### config.mk
export PLATFORM = sky130hd
export DESIGN_NAME = adv7513_cfg_ctrl
export DESIGN_NICKNAME = d
export VERILOG_FILES = /design/src/rtl/adv7513_pkg.sv /design/src/rtl/adv7513_cfg_rom.sv /design/src/rtl/adv7513_cfg_ctrl.sv
export SDC_FILE = /design/constraint.sdc
export NUM_CORES = 1
export LEC_CHECK = 0
export ABC_AREA = 1
export CAP_MARGIN = 40
export CORE_UTILIZATION = 55
export CTS_CLUSTER_DIAMETER = 120
export CTS_CLUSTER_SIZE = 14
export DETAILED_ROUTE_END_ITERATION = 12
export PLACE_DENSITY = 0.75
export SYNTH_ARGS = -nofsm -noshare
export SYNTH_HDL_FRONTEND = slang
export SYNTH_SLANG_ARGS = --single-unit
export TNS_END_PERCENT = 100
### constraint.sdc
create_clock -name clk -period 4.02 [get_ports clk]
set_clock_uncertainty 0.1 [all_clocks]
set_input_delay 0.804 -clock clk [delete_from_list [all_inputs] [get_ports clk]]
set_output_delay 0.804 -clock clk [all_outputs]
set_load 0.005 [all_outputs]
### src/rtl/adv7513_pkg.sv
// Shared types and constants for the ADV7513 register-setup sequencer.
package adv7513_pkg;

    typedef enum logic [3:0] {
        S_PWRUP,
        S_WAIT_HPD,
        S_LOAD,
        S_ISSUE,
        S_WAIT,
        S_CHECK,
        S_NEXT,
        S_DONE,
        S_ERROR
    } state_t;

    localparam logic [2:0] I2C_STATUS_OK = 3'd0;

    typedef struct packed {
        logic [7:0] reg_addr;
        logic [7:0] data;
    } cfg_entry_t;

    localparam cfg_entry_t CFG_DEFAULT = '{reg_addr: 8'h41, data: 8'h10};

    function automatic cfg_entry_t cfg_entry(input logic [7:0] reg_addr, input logic [7:0] data);
        return '{reg_addr: reg_addr, data: data};
    endfunction

endpackage

### src/rtl/adv7513_cfg_rom.sv
// Registered configuration ROM for the ADV7513: one (reg,data) pair per table index, 1-cycle read.
module adv7513_cfg_rom
    import adv7513_pkg::*;
(
    input  logic       clk,
    input  logic [7:0] addr,
    output cfg_entry_t q
);

    cfg_entry_t rd_d;
    cfg_entry_t rd_q;

    always_comb begin
        case (addr)
            8'd0:    rd_d = cfg_entry(8'h41, 8'h10);  // power up the TX core
            8'd1:    rd_d = cfg_entry(8'h98, 8'h03);
            8'd2:    rd_d = cfg_entry(8'h9A, 8'hE0);
            8'd3:    rd_d = cfg_entry(8'h9C, 8'h30);
            8'd4:    rd_d = cfg_entry(8'h9D, 8'h61);
            8'd5:    rd_d = cfg_entry(8'hA2, 8'hA4);
            8'd6:    rd_d = cfg_entry(8'hA3, 8'hA4);
            8'd7:    rd_d = cfg_entry(8'hE0, 8'hD0);
            8'd8:    rd_d = cfg_entry(8'hF9, 8'h00);
            8'd9:    rd_d = cfg_entry(8'h15, 8'h00);  // video input/output format
            8'd10:   rd_d = cfg_entry(8'h16, 8'h30);
            8'd11:   rd_d = cfg_entry(8'h17, 8'h02);
            8'd12:   rd_d = cfg_entry(8'h18, 8'h46);
            8'd13:   rd_d = cfg_entry(8'hAF, 8'h06);
            8'd14:   rd_d = cfg_entry(8'h55, 8'h00);
            8'd15:   rd_d = cfg_entry(8'hD6, 8'hC0);
            default: rd_d = CFG_DEFAULT;
        endcase
    end

    // NOTE: the read register is deliberately left without reset; its contents are only
    // consumed after the controller has spent a full S_LOAD cycle addressing it.
    always_ff @(posedge clk) begin
        rd_q <= rd_d;
    end

    assign q = rd_q;

endmodule

### src/rtl/adv7513_cfg_ctrl.sv
// ADV7513 I2C setup sequencer: power-up delay, debounced HPD, table write with retry,
// and automatic re-run of the table on every HPD re-assert or reinit pulse.
module adv7513_cfg_ctrl
    import adv7513_pkg::*;
#(
    parameter logic [6:0]  CHIP_ADDR    = 7'h39,
    parameter int          NUM_REGS     = 16,
    parameter logic [23:0] PWRUP_CYCLES = 24'd10_000_000,
    parameter logic [15:0] HPD_DEBOUNCE = 16'd50_000,
    parameter int          MAX_RETRY    = 3
) (
    input  logic       clk,
    input  logic       reset,
    input  logic       hpd,
    input  logic       reinit,
    output logic [6:0] i2c_chip_addr,
    output logic [7:0] i2c_reg_addr,
    output logic [7:0] i2c_data_in,
    output logic       i2c_write_en,
    input  logic       i2c_busy,
    input  logic [2:0] i2c_status,
    output logic       init_done,
    output logic       init_error,
    output logic [7:0] err_index
);

    localparam int         RETRY_W    = $clog2(MAX_RETRY + 1);
    localparam logic [7:0] LAST_INDEX = 8'(NUM_REGS - 1);

    state_t              state_q, state_d;
    logic [23:0]         pwr_cnt_q, pwr_cnt_d;
    logic                hpd_s1_q, hpd_s1_d;
    logic                hpd_s2_q, hpd_s2_d;
    logic                hpd_last_q, hpd_last_d;
    logic [15:0]         deb_cnt_q, deb_cnt_d;
    logic                hpd_acc_q, hpd_acc_d;
    logic [7:0]          index_q, index_d;
    logic [RETRY_W-1:0]  retry_q, retry_d;
    logic [2:0]          status_q, status_d;
    logic                first_q, first_d;
    logic                reinit_pend_q, reinit_pend_d;
    logic                write_en_q, write_en_d;
    logic [7:0]          reg_addr_q, reg_addr_d;
    logic [7:0]          data_q, data_d;
    logic                init_done_q, init_done_d;
    logic                init_error_q, init_error_d;
    logic [7:0]          err_index_q, err_index_d;
    logic                abort;
    logic                restart;
    cfg_entry_t          rom_q;

    adv7513_cfg_rom u_rom (
        .clk  (clk),
        .addr (index_q),
        .q    (rom_q)
    );

    // NOTE: next-state logic uses blocking assignments and starts from "hold" defaults so
    // every path assigns every _d signal, which keeps synthesis from inferring latches.
    always_comb begin
        state_d       = state_q;
        pwr_cnt_d     = pwr_cnt_q;
        hpd_s1_d      = hpd;
        hpd_s2_d      = hpd_s1_q;
        hpd_last_d    = hpd_s2_q;
        deb_cnt_d     = deb_cnt_q;
        hpd_acc_d     = hpd_acc_q;
        index_d       = index_q;
        retry_d       = retry_q;
        status_d      = status_q;
        first_d       = first_q;
        reinit_pend_d = reinit_pend_q;
        write_en_d    = 1'b0;
        reg_addr_d    = reg_addr_q;
        data_d        = data_q;
        init_done_d   = init_done_q;
        init_error_d  = init_error_q;
        err_index_d   = err_index_q;
        abort         = 1'b0;
        restart       = 1'b0;

        // Any edge of the synchronised level restarts the stability count.
        if (hpd_s2_q != hpd_last_q) begin
            deb_cnt_d = '0;
        end else if (deb_cnt_q == HPD_DEBOUNCE - 16'd1) begin
            hpd_acc_d = hpd_last_q;
        end else begin
            deb_cnt_d = deb_cnt_q + 16'd1;
        end

        case (state_q)
            S_PWRUP: begin
                if (pwr_cnt_q == PWRUP_CYCLES - 24'd1) state_d = S_WAIT_HPD;
                else                                   pwr_cnt_d = pwr_cnt_q + 24'd1;
            end
            S_WAIT_HPD: begin
                if (hpd_acc_q) begin
                    state_d = S_LOAD;
                    index_d = '0;
                    retry_d = '0;
                end
            end
            S_LOAD: state_d = S_ISSUE;
            S_ISSUE: begin
                write_en_d = 1'b1;
                reg_addr_d = rom_q.reg_addr;
                data_d     = rom_q.data;
                first_d    = 1'b1;
                state_d    = S_WAIT;
            end
            S_WAIT: begin
                // busy only rises one cycle after the request is seen by the master
                first_d = 1'b0;
                if (!first_q && !i2c_busy) begin
                    status_d = i2c_status;
                    state_d  = S_CHECK;
                end
            end
            S_CHECK: begin
                if (status_q == I2C_STATUS_OK) begin
                    state_d = S_NEXT;
                end else if (retry_q < RETRY_W'(MAX_RETRY)) begin
                    retry_d = retry_q + RETRY_W'(1);
                    state_d = S_ISSUE;
                end else begin
                    init_error_d = 1'b1;
                    err_index_d  = index_q;
                    state_d      = S_ERROR;
                end
            end
            S_NEXT: begin
                retry_d = '0;
                if (index_q == LAST_INDEX) begin
                    init_done_d = 1'b1;
                    state_d     = S_DONE;
                end else begin
                    index_d = index_q + 8'd1;
                    state_d = S_LOAD;
                end
            end
            S_DONE: begin
                if (!hpd_acc_q) begin
                    init_done_d = 1'b0;
                    state_d     = S_WAIT_HPD;
                end
            end
            S_ERROR: state_d = S_ERROR;
            default: state_d = S_PWRUP;
        endcase

        // An in-flight transaction always completes; reinit seen during it is held pending.
        if (state_q == S_WAIT) begin
            if (reinit) reinit_pend_d = 1'b1;
            if (state_d == S_CHECK && (reinit || reinit_pend_q)) restart = 1'b1;
        end else if (reinit && state_q != S_PWRUP) begin
            restart = 1'b1;
        end else if (!hpd_acc_q && state_q inside {S_LOAD, S_ISSUE, S_CHECK, S_NEXT}) begin
            abort = 1'b1;
        end

        if (restart || abort) begin
            state_d     = S_WAIT_HPD;
            write_en_d  = 1'b0;
            index_d     = '0;
            retry_d     = '0;
            init_done_d = 1'b0;
        end
        if (restart) begin
            init_error_d  = 1'b0;
            err_index_d   = '0;
            reinit_pend_d = 1'b0;
        end
    end

    always_ff @(posedge clk) begin
        if (!reset) begin
            state_q       <= S_PWRUP;
            pwr_cnt_q     <= '0;
            hpd_s1_q      <= 1'b0;
            hpd_s2_q      <= 1'b0;
            hpd_last_q    <= 1'b0;
            deb_cnt_q     <= '0;
            hpd_acc_q     <= 1'b0;
            index_q       <= '0;
            retry_q       <= '0;
            status_q      <= '0;
            first_q       <= 1'b0;
            reinit_pend_q <= 1'b0;
            write_en_q    <= 1'b0;
            reg_addr_q    <= '0;
            data_q        <= '0;
            init_done_q   <= 1'b0;
            init_error_q  <= 1'b0;
            err_index_q   <= '0;
        end else begin
            state_q       <= state_d;
            pwr_cnt_q     <= pwr_cnt_d;
            hpd_s1_q      <= hpd_s1_d;
            hpd_s2_q      <= hpd_s2_d;
            hpd_last_q    <= hpd_last_d;
            deb_cnt_q     <= deb_cnt_d;
            hpd_acc_q     <= hpd_acc_d;
            index_q       <= index_d;
            retry_q       <= retry_d;
            status_q      <= status_d;
            first_q       <= first_d;
            reinit_pend_q <= reinit_pend_d;
            write_en_q    <= write_en_d;
            reg_addr_q    <= reg_addr_d;
            data_q        <= data_d;
            init_done_q   <= init_done_d;
            init_error_q  <= init_error_d;
            err_index_q   <= err_index_d;
        end
    end

    assign i2c_chip_addr = CHIP_ADDR;
    assign i2c_reg_addr  = reg_addr_q;
    assign i2c_data_in   = data_q;
    assign i2c_write_en  = write_en_q;
    assign init_done     = init_done_q;
    assign init_error    = init_error_q;
    assign err_index     = err_index_q;

endmodule

### Word-level counts from Yosys, hierarchy flattened

Memory sizes are Yosys's and may differ from the RTL's. A register that Yosys moved wholly into a read port is not among the register bits.
Index checks and enable logic that the tools add are counted.

| word-level totals | value |
|---|---|
| bits in registers | 98 |
| latch bits | 0 |
| RAM bits | 0 |
| bits in read-only memories | 240 |
| input port bits | 8 |
| output and inout bits | 34 |
| logic and storage cells | 107 |
| memories kept | 1 |

| operators by class | value |
|---|---|
| add/subtract/negate cells | 4 |
| multipliers | 0 |
| divide/modulo/power cells | 0 |
| $lt $le $gt $ge | 1 |
| equality and inequality tests | 19 |
| shift-type cells | 0 |
| muxes and demuxes | 27 |
| bitwise gates (word level) | 5 |
| reductions and logical operators | 30 |

Memory list:

| name | words | bits a word | read ports | clocked after memory_dff | wr ports | RTL line | RTL |
|---|---|---|---|---|---|---|---|
| (no name shown) | 16 | 15 | 1 | 1 | 0 | adv7513_cfg_rom.sv:14 | `case (addr)` |

Operator list:

| cell | count |
|---|---|
| 4-bit one-hot mux with 9 select lines | 1 |
| 24-bit by 1-bit adder with 24-bit output, second input constant | 1 |
| 24-bit == test, second input constant | 1 |
| 4-bit 2-to-1 mux | 6 |
| 4-bit by 3-bit == test with 1-bit output, second input constant | 5 |
| 16-bit by 1-bit adder with 16-bit output, second input constant | 1 |
| 16-bit == test, second input constant | 1 |
| 8-bit 2-to-1 mux | 2 |
| 8-bit one-hot mux with 2 select lines | 1 |
| 2-bit != test, second input constant | 6 |
| 1-bit 2-to-1 mux | 10 |
| 3-bit AND reduction | 3 |
| 8-bit by 1-bit adder with 8-bit output, second input constant | 1 |
| 4-bit by 2-bit == test with 1-bit output, second input constant | 2 |
| 8-bit by 4-bit == test with 1-bit output, second input constant | 1 |
| 4-bit logical NOT | 2 |
| 2-bit AND reduction | 4 |
| 4-bit nonzero test | 2 |
| 2-bit 2-to-1 mux | 3 |
| 2-bit one-hot mux with 3 select lines | 1 |
| 2-bit nonzero test | 3 |
| 2-bit OR reduction | 3 |
| 1-bit NOT | 5 |
| 4-bit by 1-bit == test with 1-bit output, second input constant | 1 |
| other kinds (12) | 20 |

### Depth between registers and ports, before layout

Gate-level depths: netlist (run 1).

| logic depth | value |
|---|---|
| depth after elaboration | 10 |
| gate-level depth with buffers | 10 |
| mapped depth without buffers | 10 |

### Modules after synthesis

From an unflattened synthesis (run 1), not the netlist that was laid out.

| unflattened totals | value |
|---|---|
| cells, all modules | 814 |
| area total of the unflattened synthesis | 5495.3 um2 |

Modules (own cells, without submodules):

| module | instances | cells each | area each (um2) | sequential area each (um2) |
|---|---|---|---|---|
| adv7513_cfg_ctrl | 1 | 697 | 4621.9 | 1801.7 |
| adv7513_cfg_rom | 1 | 117 | 873.3 | 300.3 |

### Worst setup path before layout (run 1)

No wires, ideal clock.

| timing | value |
|---|---|
| kind | input port to flip-flop |
| from | input port reset |
| to | register pwr_cnt_q[19] |
| library setup time | 0.143 ns |
| data arrival time | 1.526 ns |
| required time | 3.777 ns |
| path slack | 2.252 ns |
| stages | 4 |
| path buffers | 2 |
| path through | clkbuf_1 > inv_1 > clkbuf_1 > a21oi_1 |

RTL lines:

| what | RTL line | RTL |
|---|---|---|
| start, declared | adv7513_cfg_ctrl.sv:13 | `input logic reset,` |
| end signal, assigned | adv7513_cfg_ctrl.sv:197 | `pwr_cnt_q <= pwr_cnt_d;` |
| end, declared | adv7513_cfg_ctrl.sv:31 | `logic [23:0] pwr_cnt_q, pwr_cnt_d;` |

No word-level cell between the ends.

### Worst setup path after layout (run 1)

| timing | value |
|---|---|
| from | register pwr_cnt_q[0] |
| to | register pwr_cnt_q[22] |

| between the ends | value |
|---|---|
| longest elaborated chain between the ends | 3 |
| elaborated cells between the ends (all ways) | 4 |
| classes of those cells | add/sub: 1; eq/ne: 1; bitwise: 1; reduce/logical: 1 |

RTL lines:

| what |
|---|
| branches (longest 3 deep; another with 24-bit by 1-bit adder with 24-bit output) |

Several ways; the timed one is not identified.
A chain may end at the register's enable or synchronous reset.

==> flow_summary_export.csv, run 1 <==
group,metric,value,unit
run_status,status,"finished clean",
global_route,grt_pass1_vias,4659,
logic_synthesis,synth_area,5310,um2
placed_design,routabilityCongestion,0.931,
logic_synthesis,syn_avg_cell_area,6.78,um2
cts,path_clk_slew,0.10,ns
global_route,grt_max_degree,29,
setup_path,worst_setup_path_start_kind,"register",
min_path,hp-start,"hpd_s1_q$_SDFF_PN0_",
finish,num-nets-final,831,
global_route,grt_usage,24.7,%
cts,cts_tree,"yes",
detailed_routing,remaining_drc_errors,0,
setup_path,r2r_setup_slack,1.82,ns
setup_path,reg2reg_to,"pwr_cnt_q[22]$_SDFFE_PN0P_",
finish,antennaDiodeCount,0,
setup_path,r2r_cells,8,
detailed_routing,ant_nets,0,
sta,hold_viol,0,
cts,insertion_delay,0.38,ns
cts,root_buffer,"clkbuf_8",
cts,hold_buffers,0,
logic_synthesis,post-synth-top-area-fraction,39.2,%
sta,setup_tns,0,ns
detailed_routing,via_per_inst,5.21,
power_and_ir_drop,power_density,294,nW/um2
logic_synthesis,ys_types,43,
power_and_ir_drop,leakagePower,2.43,nW
logic_synthesis,synthTopCellsByCount,"nand2_1, nor2_1, dfxtp_1",
global_route,grt_pass1_wl,20.0,mm
logic_synthesis,ys.flop_type,"dfxtp_1",
die,dieArea,10100,um2
sta,setup_viol,0,
die,fp.dieW,100,um
detailed_routing,num_vias,4929,
setup_path,end_kind,"register",
logic_synthesis,yosys.area.top_type,"dfxtp_1",
logic_synthesis,yosysSeqAreaShare,39.2,%
setup_path,crit_fanout,25,
placed_design,portBuffers,33,
min_path,min_path_cells,2,
die,ios,42,
detailed_routing,first_pass_iters,4,
setup_path,rr_startpoint,"pwr_cnt_q[0]$_SDFFE_PN0P_",
logic_synthesis,ys_ff_latch,104,
cts,numCtsBuffers,9,
detailed_routing,first_iter_violations,218,
min_path,hold_path_end,"hpd_last_d$_SDFF_PN0_",
detailed_routing,wl,11.9,mm
setup_path,worst-setup-path-type,"reg -> reg",
sta,slew_headroom,64.9,%
sta,finalCriticalPeriod,2.20,ns
logic_synthesis,yosysWarnings,0,
die,die_h,100,um
setup_path,crit_required,4.16,ns
cts,ctsResizeCount,0,
die,core,9280,um2
min_path,hold_class,"reg -> reg",
logic_synthesis,synth_area_leaders,"dfxtp_1, nand2_1, nor2_1, inv_1, a21oi_1",
placed_design,post-dp-hpwl,8.75,mm
logic_synthesis,synth_edf_count,0,
sta,post-route-period-util,54.6,%
sta,fmax,0.456,GHz
logic_synthesis,yosysMostFrequentCell,"nand2_1",
logic_synthesis,synth-async-reset-ratio,0,%
finish,drive_above_1_share,6.73,%
logic_synthesis,postSynthCellCount,783,
sta,tightest_slew,0.526,ns
die,initial_core_util,57.2,%
cts,cts_sinks,104,
cts,postCtsSetupBuffers,0,
sta,slew_violations,0,
detailed_routing,wl_per_cell,12.5,um
die,rows,35,
global_route,gr-total-overflow,0,
flow_run,maxCapViolations,0,
setup_path,cp_data_arrival_time,2.34,ns
placed_design,place_inst,930,
global_route,antenna_found_initial,0,
cts,cts_buffer_depth,2,
cts,htreeDepth,3,
finish,fin_cells,946,
sta,rsz0062_at_grt,"no",
power_and_ir_drop,vdd_drop_max,283,uV
finish,area.growth.synth_to_final,11.0,%
==> routing by layer <==
layer | up-vias | wire length [um] | share of wire, % | GRT usage [%]
met3 | 29 | 458 | 3.9 | 5.57
li1 | 2536 | - | - | -
met2 | 106 | 5920 | 50 | 44.3
met5 | - | 0 | 0 | 0
met1 | 2258 | 5230 | 44 | 28.7
met4 | 0 | 260 | 2.2 | 9.25
==> final cells by class <==
class	count	area, um2
Clock inverter	5	45.0
Multi-Input combinational cell	573	2760
Inverter	88	333
Sequential cell	104	2080
Timing Repair Buffer	36	360
Clock buffer	11	151
Fill cell	866	3390
Tap cell	129	161
==> per-stage QoR <==
step                      utilization, %  power (mW)  setup slack, ns  cell area, um2  hold slack (ns)
after floorplan                        -        1.10             2.25            5330            0.290
after global placement              61.2        1.11             1.55            5680            0.309
after detailed placement            61.4        1.11             1.55            5700            0.329
after CTS                           63.5        1.75             1.85            5900            0.341
after global routing                63.5        1.80             1.65            5900            0.366
final                               63.5        1.73             1.82            5900            0.332
==> kinds of logic after synthesis <==
group           Yosys count  share of synthesized area [%]
compound gates          116                           12.2
flops                   104                           39.2
other cells               2                          0.141
simple gates            419                           33.5
fa+ha+maj                11                           2.59
xor+xnor                 19                           3.13
buf+inv                 112                           9.21
==> worst max-delay path by stage <==
stage | start | to | slack (ns) | depth (start not counted)
after floorplan | reset | pwr_cnt_q[19]$_SDFFE_PN0P_ | 2.25 | 4
after global placement | reset | pwr_cnt_q[7]$_SDFFE_PN0P_ | 1.55 | 4
after detailed placement | reset | deb_cnt_q[9]$_SDFFE_PP0N_ | 1.55 | 6
after CTS | pwr_cnt_q[0]$_SDFFE_PN0P_ | pwr_cnt_q[22]$_SDFFE_PN0P_ | 1.85 | 8
after global routing | pwr_cnt_q[0]$_SDFFE_PN0P_ | pwr_cnt_q[22]$_SDFFE_PN0P_ | 1.65 | 8
final | pwr_cnt_q[0]$_SDFFE_PN0P_ | pwr_cnt_q[22]$_SDFFE_PN0P_ | 1.82 | 8
==> worst max-delay path: stages (launching register included) <==
cell	delay [ns]
dfxtp_1	0.48
ha_1	0.34
nand3_2	0.21
nor2_4	0.18
nand3_4	0.13
nand2_4	0.28
inv_4	0.16
nand2_1	0.11
a21oi_1	0.06
==> cell usage in the layout, fill, tap and decap left out, drive strengths merged, types with 3 or more instances in the layout <==
master	n
nand3	46
xnor2	7
a31oi	3
o21ai	51
ha	11
xor2	12
inv	90
nand4	13
a21oi	55
clkdlybuf4s50	33
nor3	10
clkbuf	11
dfxtp	104
conb	8
or2	3
nand2	210
nor2	131
buf	3
==> flip-flops by register name, indices dropped and copies added (netlist names) <==
signal	flops
i2c_write_en	1
hpd_last_q	1
hpd_s1_q	1
hpd_last_d	1
init_error	1
retry_q	2
err_index	8
pwr_cnt_q	24
status_q	3
deb_cnt_q	16
index_q	8
state_q	4
u_rom.q	15
i2c_reg_addr	8
i2c_data_in	7
first_q	1
init_done	1
hpd_acc_q	1
reinit_pend_q	1
==> report_power, final <==
part | total [mW] | internal (mW) | switching, mW | leakage, nW
logic | 0.0443 | 0.0168 | 0.0275 | 1.50
registers | 1.04 | 1.04 | 0.00736 | 0.839
clock network | 0.643 | 0.269 | 0.374 | 0.0985
(Power assumes the default switching activity.)
==> run 2: changes to the inputs <==
- CORE_UTILIZATION: 55 -> 53
- clock period: 4.02 -> 1.8 ns (I/O delays scaled with it)
==> run 2 against run 1 <==
  * Clock-buffer cell count unchanged
  * Highest routed layer unchanged
  * Critical endpoint is now init_done
  * Largest cell class unchanged
  * Via count increased by 1.8%
  * First-iteration DRC count decreased by 35%
==> flow_summary_export.csv, run 2 (synthesis gave the netlist of run 1 again) <==
group,metric,value,unit
run_status,status,"finished clean",
finish,final_cell_mix,"nand2_1, nor2_1, dfxtp_1",
finish,drive_above_1_share,10.5,%
global_route,grt_pass1_vias,4763,
finish,antennaDiodeCount,0,
setup_path,worst-setup-path-type,"reg -> out",
cts,cts_tree,"yes",
cts,numCtsBuffers,9,
global_route,antenna_found_initial,0,
detailed_routing,first_pass_iters,5,
sta,fmax,0.589,GHz
cts,path_clk_slew,0.10,ns
setup_path,end_kind,"primary output",
finish,fin_area,6160,um2
die,core,9730,um2
placed_design,routabilityCongestion,0.915,
finish,multi_input_area,2810,um2
setup_path,crit_required,1.34,ns
sta,post-route-period-util,94.4,%
finish,regMostFlops,"pwr_cnt_q",
finish,fin_cells,977,
power_and_ir_drop,vdd_drop_max,552,uV
cts,cts_buffer_depth,2,
detailed_routing,wl,12.1,mm
finish,final_common_cell,"nand2_1",
finish,area.growth.synth_to_final,16.1,%
finish,num-nets-final,858,
finish,largest_reg_flops,24,
cts,root_buffer,"clkbuf_8",
detailed_routing,first_iter_violations,142,
die,die_h,102,um
die,fp.dieW,102,um
placed_design,post-dp-hpwl,9.12,mm
setup_path,critPathTopFamily,"buffers and inverters",
setup_path,cp_slowest_cell,"clkdlybuf4s50_1",
setup_path,crit_fanout,2,
detailed_routing,via_per_inst,5.14,
finish,fill_cells,925,
setup_path,critical_path_buf_inv_count,1,
die,rows,36,
detailed_routing,ant_nets,0,
die,initial_core_util,54.6,%
sta,hold_viol,0,
setup_path,cp_data_arrival_time,1.24,ns
sta,slew_violations,0,
die,ios,42,
detailed_routing,wl_per_cell,12.4,um
cts,cts_sinks,104,
placed_design,post_dp_cell_area,5910,um2
die,dieArea,10400,um2
flow_run,maxCapViolations,0,
global_route,grt_max_degree,22,
placed_design,portBuffers,33,
cts,insertion_delay,0.38,ns
cts,htreeDepth,3,
detailed_routing,remaining_drc_errors,0,
global_route,grt_usage,25.1,%
min_path,hold_class,"reg -> reg",
setup_path,worst_setup_path_start_kind,"register",
sta,finalCriticalPeriod,1.70,ns
sta,rsz0062_at_grt,"no",
finish,seqCellArea,2080,um2
global_route,gr-total-overflow,0,
placed_design,place_inst,961,
setup_path,crit_chain,"clkdlybuf4s50_1",
setup_path,crit_path_max_incr_delay,0.51,ns
cts,hold_buffers,0,
power_and_ir_drop,leakagePower,2.58,nW
power_and_ir_drop,power_density,641,nW/um2
detailed_routing,num_vias,5020,
sta,setup_viol,0,
global_route,grt_pass1_wl,20.7,mm
-- run 2: changes by cell type in the layout (fill, tap and decap cells not counted), sizes merged --
cell,delta
buf,+27
bufinv,+1
clkinv,+1
clkinvlp,-1
inv,-1
-- run 2: layout make-up --
cell class	instances	area share, %
clock buffers	11	2.29
inverters	88	5.40
flip-flops and latches	104	33.8
repair buffers	63	9.21
well taps	133	2.70
multi-input cells	573	45.5
clock inverters	5	1.04
-- run 2: metrics by stage --
stage	TNS, ns	hold slack, ns	setup slack (ns)	total power [mW]	utilization [%]
6_report	0	0.318	0.101	3.95	63.4
5_1_grt	0	0.352	0.00170	4.11	63.4
3_5_place_dp	-0.0165	0.302	-0.0111	2.50	60.8
3_3_place_gp	0	0.306	0.00335	2.49	60.8
2_1_floorplan	0	0.290	0.0511	2.46	-
4_1_cts	0	0.320	0.0477	4.00	62.9
-- run 2: power breakdown --
| group | internal, mW | leakage, nW | switching [mW] | total, mW |
|---|---|---|---|---|
| Combinational | 0.0487 | 1.63 | 0.0678 | 0.116 |
| Clock | 0.696 | 0.106 | 0.810 | 1.51 |
| Sequential | 2.31 | 0.840 | 0.0152 | 2.33 |
| Total | 3.06 | 2.58 | 0.893 | 3.95 |
-- run 2: timing repair --
| item | in CTS | in global routing |
|---|---|---|
| setup endpoints to repair | 0 | 31 |
| setup buffers | 0 | 0 |
| gates resized for setup | 0 | 12 |
-- run 2: path summary, 6_finish.rpt --
check / cells after the start / slack [ns] / from / endpoint
setup / recovery: 1 / 0.10 / init_done$_SDFFE_PP0P_ / init_done
hold / removal: 2 / 0.32 / hpd_s1_q$_SDFF_PN0_ / hpd_last_d$_SDFF_PN0_
setup reg to reg: 10 / 0.12 / state_q[2]$_SDFF_PP0_ / err_index[5]$_SDFFE_PP0P_
hold reg to reg: 2 / 0.32 / hpd_s1_q$_SDFF_PN0_ / hpd_last_d$_SDFF_PN0_
-- run 2: metal layers --
layer | up-vias | GRT usage (%) | share of wire [%]
met2 | 101 | 44.2 | 49
met5 | - | 0 | 0
met4 | 0 | 12.2 | 3.3
met1 | 2290 | 28.6 | 44
li1 | 2595 | - | -
met3 | 34 | 5.75 | 4.0
==> RTL edit 1, RTL diff (config.mk and constraints of run 1) <==
Set the parameter `MAX_RETRY` to 5 (it was 3).
--- a/src/rtl/adv7513_cfg_ctrl.sv
+++ b/src/rtl/adv7513_cfg_ctrl.sv
@@ -9,3 +9,3 @@
     parameter logic [15:0] HPD_DEBOUNCE = 16'd50_000,
-    parameter int          MAX_RETRY    = 3
+    parameter int          MAX_RETRY    = 5
 ) (
Check against the original RTL: no difference found for any inputs over 10 cycles, from zero or initial values and one cycle with reset low; that may be too few to reach the edited logic, so the function may still have changed.
==> RTL edit 1 against run 1 <==
Worst setup slack lost 340 ps; clock power increased by 7.3%; hold slack got worse by 3.7 ps; total power is 3.4% higher; sequential cell count increased by 1; wire length decreased by 1.5%; cell area hardly changed; synthesized area barely moved; largest cell class unchanged.
==> RTL edit 1: results (changes against run 1) <==
Run status:
- Status: complete, no violations (unchanged).

Routing:
- The number of iterations in the first detailed-routing pass is 5 (was 4).
- The detailed-route vias per instance is 5.23 (was 5.21).
- The wire length reported by the detailed router was 11.7 mm (was 11.9 mm).
- The initial detailed-routing violation count is 227 (was 218).

Synth:
- The complex-gate fraction of the synthesized area came to 0.130 (was 0.122).
- The synthesized-area fraction occupied by xor and xnor cells is 0.0346 (was 0.0313).
- The share of the yosys chip area belonging to registers is 0.396 (was 0.392).
- The share of synthesized registers carrying an async set or reset is 0 (unchanged).
- The Yosys warning count is 0 (unchanged).
- The number of different library cells in the post-synthesis netlist is 38 (was 43).
- The synthesized netlist cell count was 762 (was 783).
- Post-synth top cells: 191 x nand2_1, 107 x nor2_1, 105 x dfxtp_1 (was 206 x nand2_1, 123 x nor2_1, 104 x dfxtp_1).
- The most used flip-flop cell after synthesis was dfxtp_1 (unchanged).
- The arithmetic-cell share of the synthesized area counting full adders, half adders and majority gates is 0.0259 (about the same).
- The fraction of synthesized area in multiplexers is 0 (unchanged).
- Dominant cells by area after synthesis: dfxtp_1 40%, nand2_1 14%, nor2_1 7.6%, inv_1 5.4%, a21oi_1 4.9% (was dfxtp_1 39%, nand2_1 15%, nor2_1 8.7%, inv_1 5.7%, a21oi_1 4.1%).

Place:
- The global placer's final weighted congestion is 0.878 (was 0.931).
- The cell total after placement is 909 (was 930).
- The post-DP HPWL came to 8.50 mm (was 8.75 mm).
- The number of port buffers came to 33 (unchanged).

Final layout:
- The share of layout cells above drive strength 1 came to 0.0691 (was 0.0673).
- The flip-flop count of the largest register after layout is 24 (unchanged).
- The largest register by flop count is pwr_cnt_q (unchanged).
- The count of placed standard cells in the final layout, fillers left out is 925 (was 946).
- The count of nets after finishing came to 810 (was 831).
- The antenna cell count came to 0 (unchanged).

GRT:
- The global-route wire length before repair is 20.3 mm (was 20.0 mm).
- The total routing resource utilization after global routing is 0.250 (was 0.247).
- The initial antenna violation count was 0 (unchanged).
- The number of global-route vias before repair was 4559 (was 4659).
- The maximum number of pins on one net before global-route repair came to 26 (was 29).

Clocking:
- The number of cells upsized or downsized after cts was 0 (unchanged).
- The buffers inserted during post-CTS setup optimization was 0 (unchanged).
- The CTS H-tree depth came to 3 (unchanged).
- The clock buffer count from CTS is 9 (unchanged).
- The number of buffers on the longest clock path is 2 (unchanged).
- The clock-pin slew on the worst setup and hold paths is 100 ps (about the same).
- The cell at the root of the clock tree is clkbuf_8 (unchanged).
- The clock latency on the worst-skew pair was 380 ps (about the same).

Pwr:
- The peak ir drop on the vdd network is 0.187 mV (was 0.283 mV).
- The leakage power is 2.39 nW (was 2.43 nW).

STA:
- The tightest slew margin relative to the limit is 0.568 (was 0.649).

Setup path:
- The arrival time of data at the critical path endpoint is 2760 ps (was 2340 ps).
- The largest fanout on the critical path is 17 (was 25).

Min path:
- The class of the tightest hold or removal check is flop to flop (unchanged).
## RTL edit 1: changes by cell type after synthesis, moves of 3 or more
cell	before	now
inv_1	81	77
o21ai_0	42	45
a21oi_2	12	6
nand3_1	42	47
nor2_2	6	3
nand4_1	13	16
nand2_1	206	191
nor3_1	10	7
nor2_1	123	107
a21oi_1	43	52
## RTL edit 1: final timing paths
check	from	end	depth (start not counted)	slack, ps
max	reset	index_q[6]	6	1490
min	hpd_s1_q	hpd_last_d	2	330
max reg2reg	index_q[1]	index_q[7]	9	1940
min reg2reg	hpd_s1_q	hpd_last_d	2	330
## RTL edit 1: kinds of logic (layout without fill, tap and decap cells)
logic type | after synthesis | after routing
AO/OA/AOI/OAI | 124 | 124
XOR/XNOR | 21 | 21
adder cells (fa/ha/maj) | 11 | 11
buffers and inverters | 107 | 135
flip-flops | 105 | 105
other | 2 | 8
AND/OR/NAND/NOR | 392 | 392
## RTL edit 1: cell type report
class	instances	area [um^2]
Fill cell	871	3390
Multi-Input combinational cell	556	2760
Clock buffer	10	138
Inverter	84	318
Clock inverter	6	71.3
Sequential cell	105	2100
Tap cell	129	161
Timing Repair Buffer	35	345
## RTL edit 1: stage by stage
stage / instance area (um^2) / hold WS (ps) / setup WS [ps]
5_1_grt: 5890 / 358 / 1350
3_3_place_gp: 5680 / 303 / 1200
6_report: 5890 / 328 / 1490
4_1_cts: 5890 / 330 / 1490
3_5_place_dp: 5680 / 305 / 1090
2_1_floorplan: 5330 / 290 / 2060
## RTL edit 1: critical path: stages
cell and delay (ps):
clkdlybuf4s50_1 880, clkinv_1 280, nor2_4 310, nand2_4 190, inv_2 150, o21a_1 140
## RTL edit 1: where the power goes
part | internal [mW] | switching [mW]
clock | 0.312 | 0.378
sequential | 1.05 | 0.00628
combinational | 0.0168 | 0.0297
total | 1.37 | 0.414
## RTL edit 1: routing by layer
layer,track usage,vias up,share of wire
met5,0,-,0
met2,0.445,123,0.49
met3,0.0522,15,0.053
li1,-,2482,-
met1,0.305,2221,0.44
met4,0.0691,0,0.013
==> RTL edit 2, RTL diff (settings of run 1) <==
Without the edit above. `data_q` no longer has a reset.
--- a/src/rtl/adv7513_cfg_ctrl.sv
+++ b/src/rtl/adv7513_cfg_ctrl.sv
@@ -190,3 +190,2 @@
             reg_addr_q    <= '0;
-            data_q        <= '0;
             init_done_q   <= 1'b0;
@@ -209,3 +208,2 @@
             reg_addr_q    <= reg_addr_d;
-            data_q        <= data_d;
             init_done_q   <= init_done_d;
@@ -214,2 +212,6 @@
         end
+    end
+
+    always_ff @(posedge clk) begin
+        data_q <= data_d;
     end
Formal check against the unedited RTL: same outputs for any inputs over 10 cycles, from zero or initial values and one cycle with reset low; that may be too few to reach the edited logic, so the function may still have changed.
==> RTL edit 2 against run 1 <==
Total power grew 4.2%; sequential cell count is the same; register-to-register slack worse by 140 ps; via count fell by 3.8%; synthesized area up 0.87%; cell area rose by 1.1%; wire length fell by 4.0%; worst setup slack lost 490 ps; final cell count fell by 2.2%.
==> RTL edit 2: results (changes against run 1) <==
Setup path:
- The register-to-register setup slack is 1680 ps (was 1820 ps).
- The largest fanout on the critical path was 26 (was 25).
- The source of the worst register-to-register timing path is pwr_cnt_q[0] (unchanged).
- The arrival time of data at the critical path endpoint is 2910 ps (was 2340 ps).
- The endpoint of the most critical register-to-register path is pwr_cnt_q[9] (was pwr_cnt_q[22]).

Synth:
- The number of different library cells in the post-synthesis netlist is 41 (was 43).
- Dominant cells by area after synthesis: dfxtp_1 36%, nand2_1 14%, nor2_1 7.0%, inv_1 5.7%, a21oi_1 4.1% (was dfxtp_1 39%, nand2_1 15%, nor2_1 8.7%, inv_1 5.7%, a21oi_1 4.1%).
- The number of synthesized flops with an enable pin is 7 (was 0).
- The mean post-synth cell area is 7.04 um^2 (was 6.78 um^2).
- The share of the yosys chip area belonging to registers is 0.402 (was 0.392).

GRT:
- The global-route wire length before repair is 19.7 mm (was 20.0 mm).
- The maximum number of pins on one net before global-route repair came to 27 (was 29).
- The number of global-route vias before repair is 4513 (was 4659).
- The total routing resource utilization after global routing is 0.241 (was 0.247).

Place:
- The global placer's final weighted congestion was 0.889 (was 0.931).
- The post-DP HPWL is 8.28 mm (was 8.75 mm).
- The cell total after placement is 909 (was 930).

Final layout:
- The count of nets after finishing is 810 (was 831).
- The share of layout cells above drive strength 1 was 0.0980 (was 0.0673).

Routing:
- The routed wire length per instance was 12.3 um (was 12.5 um).
- The initial detailed-routing violation count was 182 (was 218).
- The number of vias in the routed layout is 4741 (was 4929).
- The wire length reported by the detailed router is 11.4 mm (was 11.9 mm).
- The number of iterations in the first detailed-routing pass was 5 (was 4).

STA:
- The minimum hold slack is 318 ps (was 332 ps).
- The tightest slew margin relative to the limit was 0.561 (was 0.649).

Min path:
- The cell count of the worst hold path is 0 (was 2).
- The hold-critical path endpoint is i2c_data_in[0] (was hpd_last_d).

Pwr:
- The peak ir drop on the vdd network was 0.256 mV (was 0.283 mV).
- The leakage power was 2.30 nW (was 2.43 nW).

Run status:
- Status: complete, no violations (unchanged).
[RTL edit 2: cell count changes after synthesis, moves of 8 or more]
cell / change
nand2_2: +8
nor2_1: -23
inv_2: +10
nand2_1: -13
[RTL edit 2: metal layers]
metal	part of all wire	wire, um	global-route usage
met1	0.44	5050	0.288
met2	0.50	5690	0.432
met3	0.046	526	0.0527
met4	0.012	137	0.0702
met5	0	0	0
[RTL edit 2: worst max path at each step]
stage / startpoint / to / slack [ps] / depth (start not counted)
2_1_floorplan: pwr_cnt_q[0] / pwr_cnt_q[10] / 2260 / 9
4_1_cts: reset / deb_cnt_q[8] / 1320 / 6
6_report: reset / deb_cnt_q[8] / 1330 / 6
3_5_place_dp: reset / deb_cnt_q[8] / 910 / 6
5_1_grt: reset / deb_cnt_q[8] / 1120 / 6
3_3_place_gp: reset / deb_cnt_q[8] / 990 / 6
[RTL edit 2: power by group]
| group | leakage, nW | switching [mW] | internal, mW | total [mW] |
|---|---|---|---|---|
| clock network | 0.111 | 0.401 | 0.307 | 0.708 |
| logic | 1.35 | 0.0277 | 0.0153 | 0.0430 |
| registers | 0.842 | 0.00651 | 1.05 | 1.05 |
[RTL edit 2: kinds of logic after synthesis]
logic type	after synthesis	share of synthesized area
buf+inv	117	0.0934
fa+ha+maj	11	0.0257
compound gates	117	0.124
flops	104	0.402
other cells	2	0.00140
simple gates	391	0.323
xor+xnor	19	0.0311
[RTL edit 2: worst max-delay path: stages]
cell and delay (ps):
clkdlybuf4s50_1 800, inv_2 400, nor2_1 430, inv_2 190, a21oi_1 150, o21a_1 120
[RTL edit 2: area by class of cell]
class / count / area (um^2)
well taps: 129 / 161
inverters: 97 / 364
fillers: 848 / 3370
flip-flops and latches: 104 / 2150
repair buffers: 33 / 330
clock buffers: 9 / 124
clock inverters: 7 / 100
multi-input cells: 546 / 2730
